==> src/rtl/CC_GAME_pkg.sv <==
// Shared encodings and widths for the game control blocks.
package CC_GAME_pkg;

  localparam int unsigned STATE_W = 2;
  localparam int unsigned CNT_W   = 4;
  localparam int unsigned LIVES_W = 2;
  localparam int unsigned CONF_W  = 2;

  localparam logic [STATE_W-1:0] ST_IDLE     = 2'd0;
  localparam logic [STATE_W-1:0] ST_RUN      = 2'd1;
  localparam logic [STATE_W-1:0] ST_HIT      = 2'd2;
  localparam logic [STATE_W-1:0] ST_GAMEOVER = 2'd3;

  // Lives never wrap below zero.
  function automatic logic [LIVES_W-1:0] lives_dec(input logic [LIVES_W-1:0] l);
    return (l == '0) ? '0 : l - LIVES_W'(1);
  endfunction

endpackage

==> src/rtl/CC_TICK_COUNTER.sv <==
// Tick-enabled wrap-around counter with clear; tc_c flags the enabled cycle that wraps.
module CC_TICK_COUNTER
  import CC_GAME_pkg::*;
#(
  parameter int unsigned LIMIT = 8
) (
  input  logic clk,
  input  logic rst_n,
  input  logic clr,
  input  logic en,
  output logic tc_c
);

  localparam logic [CNT_W-1:0] LAST = CNT_W'(LIMIT - 1);

  logic [CNT_W-1:0] count;

  assign tc_c = en && (count == LAST);

  always_ff @(posedge clk or negedge rst_n) begin
    if (!rst_n) begin
      count <= '0;
    end else if (clr) begin
      count <= '0;
    end else if (en) begin
      count <= tc_c ? '0 : count + CNT_W'(1);
    end
  end

endmodule

==> src/rtl/cc_lose_control.sv <==
// Lives/collision control: confirms collisions on frame ticks, freezes the game
// while hit, and reports game over with a blinking display phase.
module cc_lose_control
  import CC_GAME_pkg::*;
#(
  parameter int unsigned LIVES         = 3,
  parameter int unsigned CONFIRM_TICKS = 2,
  parameter int unsigned HIT_TICKS     = 8,
  parameter int unsigned BLINK_TICKS   = 4
) (
  input  logic               CC_LOSE_CONTROL_CLOCK_50,
  input  logic               CC_LOSE_CONTROL_RESET_InLow,
  input  logic               CC_LOSE_CONTROL_tick_InHigh,
  input  logic               CC_LOSE_CONTROL_start_InHigh,
  input  logic               CC_LOSE_CONTROL_lose_InHigh,
  output logic               CC_LOSE_CONTROL_run_OutHigh,
  output logic [LIVES_W-1:0] CC_LOSE_CONTROL_lives_Out,
  output logic               CC_LOSE_CONTROL_blink_OutHigh,
  output logic               CC_LOSE_CONTROL_gameover_OutHigh
);

  localparam logic [CONF_W-1:0]  CONF_LAST  = CONF_W'(CONFIRM_TICKS - 1);
  localparam logic [LIVES_W-1:0] LIVES_INIT = LIVES_W'(LIVES);

  logic clk;
  logic rst_n;
  logic tick;
  logic start;
  logic lose;

  assign clk   = CC_LOSE_CONTROL_CLOCK_50;
  assign rst_n = CC_LOSE_CONTROL_RESET_InLow;
  assign tick  = CC_LOSE_CONTROL_tick_InHigh;
  assign start = CC_LOSE_CONTROL_start_InHigh;
  assign lose  = CC_LOSE_CONTROL_lose_InHigh;

  logic [STATE_W-1:0] state, state_d;
  logic [CONF_W-1:0]  conf_q, conf_d;
  logic [LIVES_W-1:0] lives_q, lives_d;
  logic               run_q, run_d;
  logic               blink_q, blink_d;
  logic               go_q, go_d;

  logic hit_clr, hit_en, hit_tc_c;
  logic blink_clr, blink_en, blink_tc_c;
  logic blink_state;

  assign blink_state = (state == ST_HIT) || (state == ST_GAMEOVER);
  assign hit_clr     = (state != ST_HIT);
  assign hit_en      = tick && (state == ST_HIT);
  assign blink_en    = tick && blink_state;
  // Blink timing restarts whenever the state changes or leaves the blinking states.
  assign blink_clr   = !blink_state || (state_d != state);

  CC_TICK_COUNTER #(.LIMIT(HIT_TICKS)) u_hit_cnt (
    .clk   (clk),
    .rst_n (rst_n),
    .clr   (hit_clr),
    .en    (hit_en),
    .tc_c  (hit_tc_c)
  );

  CC_TICK_COUNTER #(.LIMIT(BLINK_TICKS)) u_blink_cnt (
    .clk   (clk),
    .rst_n (rst_n),
    .clr   (blink_clr),
    .en    (blink_en),
    .tc_c  (blink_tc_c)
  );

  // State register and registered outputs.
  always_ff @(posedge clk or negedge rst_n) begin
    if (!rst_n) begin
      state   <= ST_IDLE;
      conf_q  <= '0;
      lives_q <= '0;
      run_q   <= 1'b0;
      blink_q <= 1'b0;
      go_q    <= 1'b0;
    end else begin
      state   <= state_d;
      conf_q  <= conf_d;
      lives_q <= lives_d;
      run_q   <= run_d;
      blink_q <= blink_d;
      go_q    <= go_d;
    end
  end

  // Next-state and next-output logic; start wins over tick in IDLE/GAMEOVER.
  always_comb begin
    state_d = state;
    conf_d  = '0;
    lives_d = lives_q;
    case (state)
      ST_IDLE, ST_GAMEOVER: begin
        if (start) begin
          state_d = ST_RUN;
          lives_d = LIVES_INIT;
        end
      end
      ST_RUN: begin
        conf_d = conf_q;
        if (tick) begin
          if (!lose) begin
            conf_d = '0;
          end else if (conf_q == CONF_LAST) begin
            conf_d  = '0;
            lives_d = lives_dec(lives_q);
            state_d = ST_HIT;
          end else begin
            conf_d = conf_q + CONF_W'(1);
          end
        end
      end
      ST_HIT: begin
        if (hit_tc_c) begin
          state_d = (lives_q != '0) ? ST_RUN : ST_GAMEOVER;
        end
      end
      default: state_d = ST_IDLE;
    endcase

    run_d = (state_d == ST_RUN);
    go_d  = (state_d == ST_GAMEOVER);
    if (blink_clr) begin
      blink_d = 1'b0;
    end else if (blink_tc_c) begin
      blink_d = !blink_q;
    end else begin
      blink_d = blink_q;
    end
  end

  assign CC_LOSE_CONTROL_run_OutHigh      = run_q;
  assign CC_LOSE_CONTROL_lives_Out        = lives_q;
  assign CC_LOSE_CONTROL_blink_OutHigh    = blink_q;
  assign CC_LOSE_CONTROL_gameover_OutHigh = go_q;

endmodule
==> config.mk <==
export PLATFORM = sky130hd
export DESIGN_NAME = cc_lose_control
export DESIGN_NICKNAME = d
export VERILOG_FILES = /design/src/rtl/CC_GAME_pkg.sv /design/src/rtl/CC_TICK_COUNTER.sv /design/src/rtl/cc_lose_control.sv
export SDC_FILE = /design/constraint.sdc
export NUM_CORES = 1
export LEC_CHECK = 0
export CAP_MARGIN = 20
export CORE_MARGIN = 1
export CORE_UTILIZATION = 55
export CTS_BUF_LIST = sky130_fd_sc_hd__clkbuf_4 sky130_fd_sc_hd__clkbuf_8
export CTS_CLUSTER_SIZE = 25
export DETAILED_ROUTE_END_ITERATION = 10
export PLACE_DENSITY = 0.84
export RECOVER_POWER = 100
export SLEW_MARGIN = 30
export SYNTH_ARGS = -nofsm -noshare
export SYNTH_HDL_FRONTEND = slang
export SYNTH_SLANG_ARGS = --single-unit
==> constraint.sdc <==
create_clock -name CC_LOSE_CONTROL_CLOCK_50 -period 1.9 [get_ports CC_LOSE_CONTROL_CLOCK_50]
set_input_delay 0.19 -clock CC_LOSE_CONTROL_CLOCK_50 [delete_from_list [all_inputs] [get_ports CC_LOSE_CONTROL_CLOCK_50]]
set_output_delay 0.19 -clock CC_LOSE_CONTROL_CLOCK_50 [all_outputs]
set_load 0.005 [all_outputs]
==> flow_metrics.py, run 1 <==
metrics = {
    "status": {
        "status": "completed",
    },
    "timing": {
        "final.setup_skew_ps": 6.441,
        "grt_setup_unrepaired": "false",
        "period_needed_ps": 1696,
        "post-route-worst-setup-slack_ps": 203.9,
        "slew_headroom_pct": 68.42,
        "fmaxAchievable_mhz": 589.6,
        "finalSetupViolCount": 0,
        "final_cycle_share_pct": 89.27,
        "slew_violations": 0,
        "final.setup.tns_ps": 0,
        "timing_worst_slew_pin_value_ps": 473.8,
        "final_hold_fails": 0,
    },
    "power_and_ir_drop": {
        "sw_frac_of_total_pct": 36.65,
        "vdd_ir_max_mv": 0.4812,
        "powerDensity_nw_per_um2": 874.3,
        "report.power.total_uw": 1021,
        "leakagePower_uw": 0.0005023,
        "switching_power_uw": 374.1,
        "power.combinational.fraction_pct": 40.2,
        "clock_power_share_pct": 18.6,
        "cellInternalPower_uw": 646.6,
        "seq_power_share_pct": 41.2,
    },
    "layout": {
        "syn2layout_area_growth_pct": 16.77,
        "final_layout_size_suffix_gt1_share_pct": 12.07,
        "num_antenna_cells": 0,
        "finalNetCount": 127,
        "fillCellCount": 140,
        "finish.cell_count_without_fillers": 141,
        "final_core_utilization_pct": 68.35,
    },
    "worst_setup_path": {
        "critPathMaxFanout": 5,
        "crit_path_end_kind": "register",
        "startpoint_type_of_the_worst_setup_path": "register",
        "type_of_the_worst_setup_path": "reg2reg",
        "worst_ep_required_time_ps": 2090,
        "worst_ep_arrival_time_ps": 1880,
        "worst-r2r-setup-slack_ps": 200,
    },
    "die": {
        "x_dimension_of_the_die_um": 44.64,
        "rows": 15,
        "top_level_ports": 10,
        "floorplan.die_area_sq_um": 1992,
        "initial_utilization_pct": 58.53,
        "core_region_area_sq_um": 1708,
        "chipHeight_um": 44.64,
    },
    "routing": {
        "detail_route.first_pass.iterations": 4,
        "drt_drc_violations_left": 0,
        "wl_per_cell_um": 13.30,
        "route.vias.total": 813,
        "drt-initial-drc-count": 37,
        "ant_nets": 0,
        "postRouteWirelength_um": 1875,
        "vias_per_cell": 5.766,
    },
    "synthesis": {
        "synth-seq-cells": 17,
        "synth.top_cells.by_area": "sky130_fd_sc_hd__dfrtp_1 43%, sky130_fd_sc_hd__ha_1 6.3%, sky130_fd_sc_hd__a21oi_1 4.0%",
        "synthTopCellsByCount": "17 x sky130_fd_sc_hd__dfrtp_1, 8 x sky130_fd_sc_hd__a21oi_1, 7 x sky130_fd_sc_hd__nand2_1",
        "synth_top_area_cell": "sky130_fd_sc_hd__dfrtp_1",
        "number_of_distinct_library_cells_after_synthesis": 34,
        "post-synth-top-count-cell": "sky130_fd_sc_hd__dfrtp_1",
        "post-synth-top-area-fraction_pct": 42.55,
        "ys_warn_count": 0,
        "synth_enable_flop_cells": 0,
        "synthesis.instances": 99,
        "synth-async-reset-ratio_pct": 100.0,
        "net_count_of_the_mapped_netlist": 109,
        "syn_area_sq_um": 999.7,
        "synthesis.area_per_instance_sq_um": 10.10,
        "dominantRegCellSynth": "sky130_fd_sc_hd__dfrtp_1",
        "yosysSeqAreaShare_pct": 42.55,
    },
    "global_routing": {
        "grt.total_usage_pct": 21.97,
        "grt_antenna_before_repair": 0,
        "grt_first_pass_wirelength_um": 3174,
        "overflow": 0,
        "maximum_number_of_pins_on_one_net_before_global_route_repair": 11,
        "first_global_vias": 735,
    },
    "place": {
        "detailed_place_hpwl_um": 1422,
        "portBuffers": 9,
        "pre_cts_ws_ps": 156.2,
        "place.gp.congestion": 0.8805,
        "placed_cells": 137,
    },
    "clock_network": {
        "clock_insertion_delay_worst_skew_ps": 290,
        "clock_sinks": 17,
        "cts-buffers-inserted": 3,
        "htree_depth": 1,
        "clk_path_buf_depth": 2,
        "clockRootBuffer": "sky130_fd_sc_hd__clkbuf_4",
        "cts.reportedPaths.clkPinSlew_ps": 100,
        "tritoncts": "built",
    },
    "job": {
        "maxCapViolations": 0,
    },
    "hold_path": {
        "worstHoldPathType": "in2async",
    },
}
==> what timing repair did <==
action / CTS / global route
buffers inserted: 0 / 0
setup endpoints to repair: 0 / 1
gates resized for setup: 0 / 1
hold buffers: 0 / 0
==> metal layers <==
layer / GRT usage, % / vias to the layer above / wire, um
met5: 0 / - / 0
met4: 8.485 / 0 / 14
met3: 4.082 / 2 / 89
met2: 36.76 / 24 / 918
met1: 28.05 / 381 / 852
li1: - / 406 / -
==> layout make-up <==
class / count / area, sq um / share of cell area [%]
Multi-Input combinational cell: 72 / 521.8 / 44.69
Sequential cell: 17 / 425.4 / 36.44
Timing Repair Buffer: 17 / 138.9 / 11.90
Tap cell: 25 / 31.28 / 2.680
Clock buffer: 3 / 22.52 / 1.929
Inverter: 6 / 22.52 / 1.929
Clock inverter: 1 / 5.005 / 0.4287
==> worst paths after layout <==
check / to / start / depth (start not counted)
worst max-delay path: u_blink_cnt.count[2] / u_hit_cnt.count[0] / 6
worst min-delay path: CC_LOSE_CONTROL_run_OutHigh / CC_LOSE_CONTROL_RESET_InLow / 1
worst max register to register: u_blink_cnt.count[2] / u_hit_cnt.count[0] / 6
worst min register to register: conf_q[1] / conf_q[1] / 2
max in group asynchronous: u_hit_cnt.count[0] / CC_LOSE_CONTROL_RESET_InLow / 2
min in group CC_LOSE_CONTROL_CLOCK_50: conf_q[1] / conf_q[1] / 2
==> logic make-up after synthesis <==
family	Yosys count	share of synthesized area [%]
compound gates	26	18.65
xor+xnor	3	2.629
fa+ha+maj	5	6.258
buf+inv	10	5.506
simple gates	34	20.40
mux	4	4.005
flops	17	42.55
==> layout by cell type, fill, tap and decap left out, types with 2 or more instances in the layout <==
master                            synthesis  final
sky130_fd_sc_hd__a31oi_1                  3      3
sky130_fd_sc_hd__nand2_1                  7      7
sky130_fd_sc_hd__dlygate4sd3_1            0      6
sky130_fd_sc_hd__xor2_1                   3      3
sky130_fd_sc_hd__nand3b_1                 2      2
sky130_fd_sc_hd__nor2_1                   4      4
sky130_fd_sc_hd__ha_1                     5      4
sky130_fd_sc_hd__clkbuf_1                 0      3
sky130_fd_sc_hd__nand2b_1                 2      2
sky130_fd_sc_hd__o21ai_0                  6      6
sky130_fd_sc_hd__and4b_1                  2      2
sky130_fd_sc_hd__clkbuf_4                 0      3
sky130_fd_sc_hd__mux2i_1                  4      4
sky130_fd_sc_hd__clkdlybuf4s50_1          0      3
sky130_fd_sc_hd__nor4_1                   5      5
sky130_fd_sc_hd__o211ai_1                 2      2
sky130_fd_sc_hd__nand4_1                  3      3
sky130_fd_sc_hd__nand3_1                  2      2
sky130_fd_sc_hd__buf_4                    0      5
sky130_fd_sc_hd__a21oi_1                  8      8
sky130_fd_sc_hd__dfrtp_1                 17     17
sky130_fd_sc_hd__inv_1                    6      6
==> state kept, by name, indices dropped and copies added (netlist names) <==
signal	flops
u_blink_cnt.count	4
u_hit_cnt.count	4
CC_LOSE_CONTROL_lives_Out	2
conf_q	2
state	2
CC_LOSE_CONTROL_blink_OutHigh	1
CC_LOSE_CONTROL_gameover_OutHigh	1
CC_LOSE_CONTROL_run_OutHigh	1
==> power groups by stage <==
stage	clock network (uW)	logic [uW]	registers, uW
4_1_cts	199	420	421
5_1_grt	213	456	426
3_5_place_dp	0	416	429
2_1_floorplan	0	244	440
6_report	190	410	420
3_3_place_gp	0	413	428
==> worst max-delay path, cell delays in order, from the launching register on <==
cell,delay [ps]
sky130_fd_sc_hd__dfrtp_1,420
sky130_fd_sc_hd__ha_1,250
sky130_fd_sc_hd__and4b_1,270
sky130_fd_sc_hd__o2111ai_1,120
sky130_fd_sc_hd__a31oi_1,110
sky130_fd_sc_hd__buf_4,160
sky130_fd_sc_hd__nor4_1,270
==> through the flow <==
step	hold slack [ps]	cell area, sq um
floorplan	-105.6	999.7
global placement	491.6	1149
detailed placement	497.8	1149
CTS	183.7	1176
global route	263.3	1167
finish	255.5	1167
Power figures use the tool's default switching activity.
==> run 2, diff against run 1 <==
CAP_MARGIN = 25   (was 20)
==> results of run 2 <==
Same layout as run 1: the final DEF is identical, and so are final timing and power.
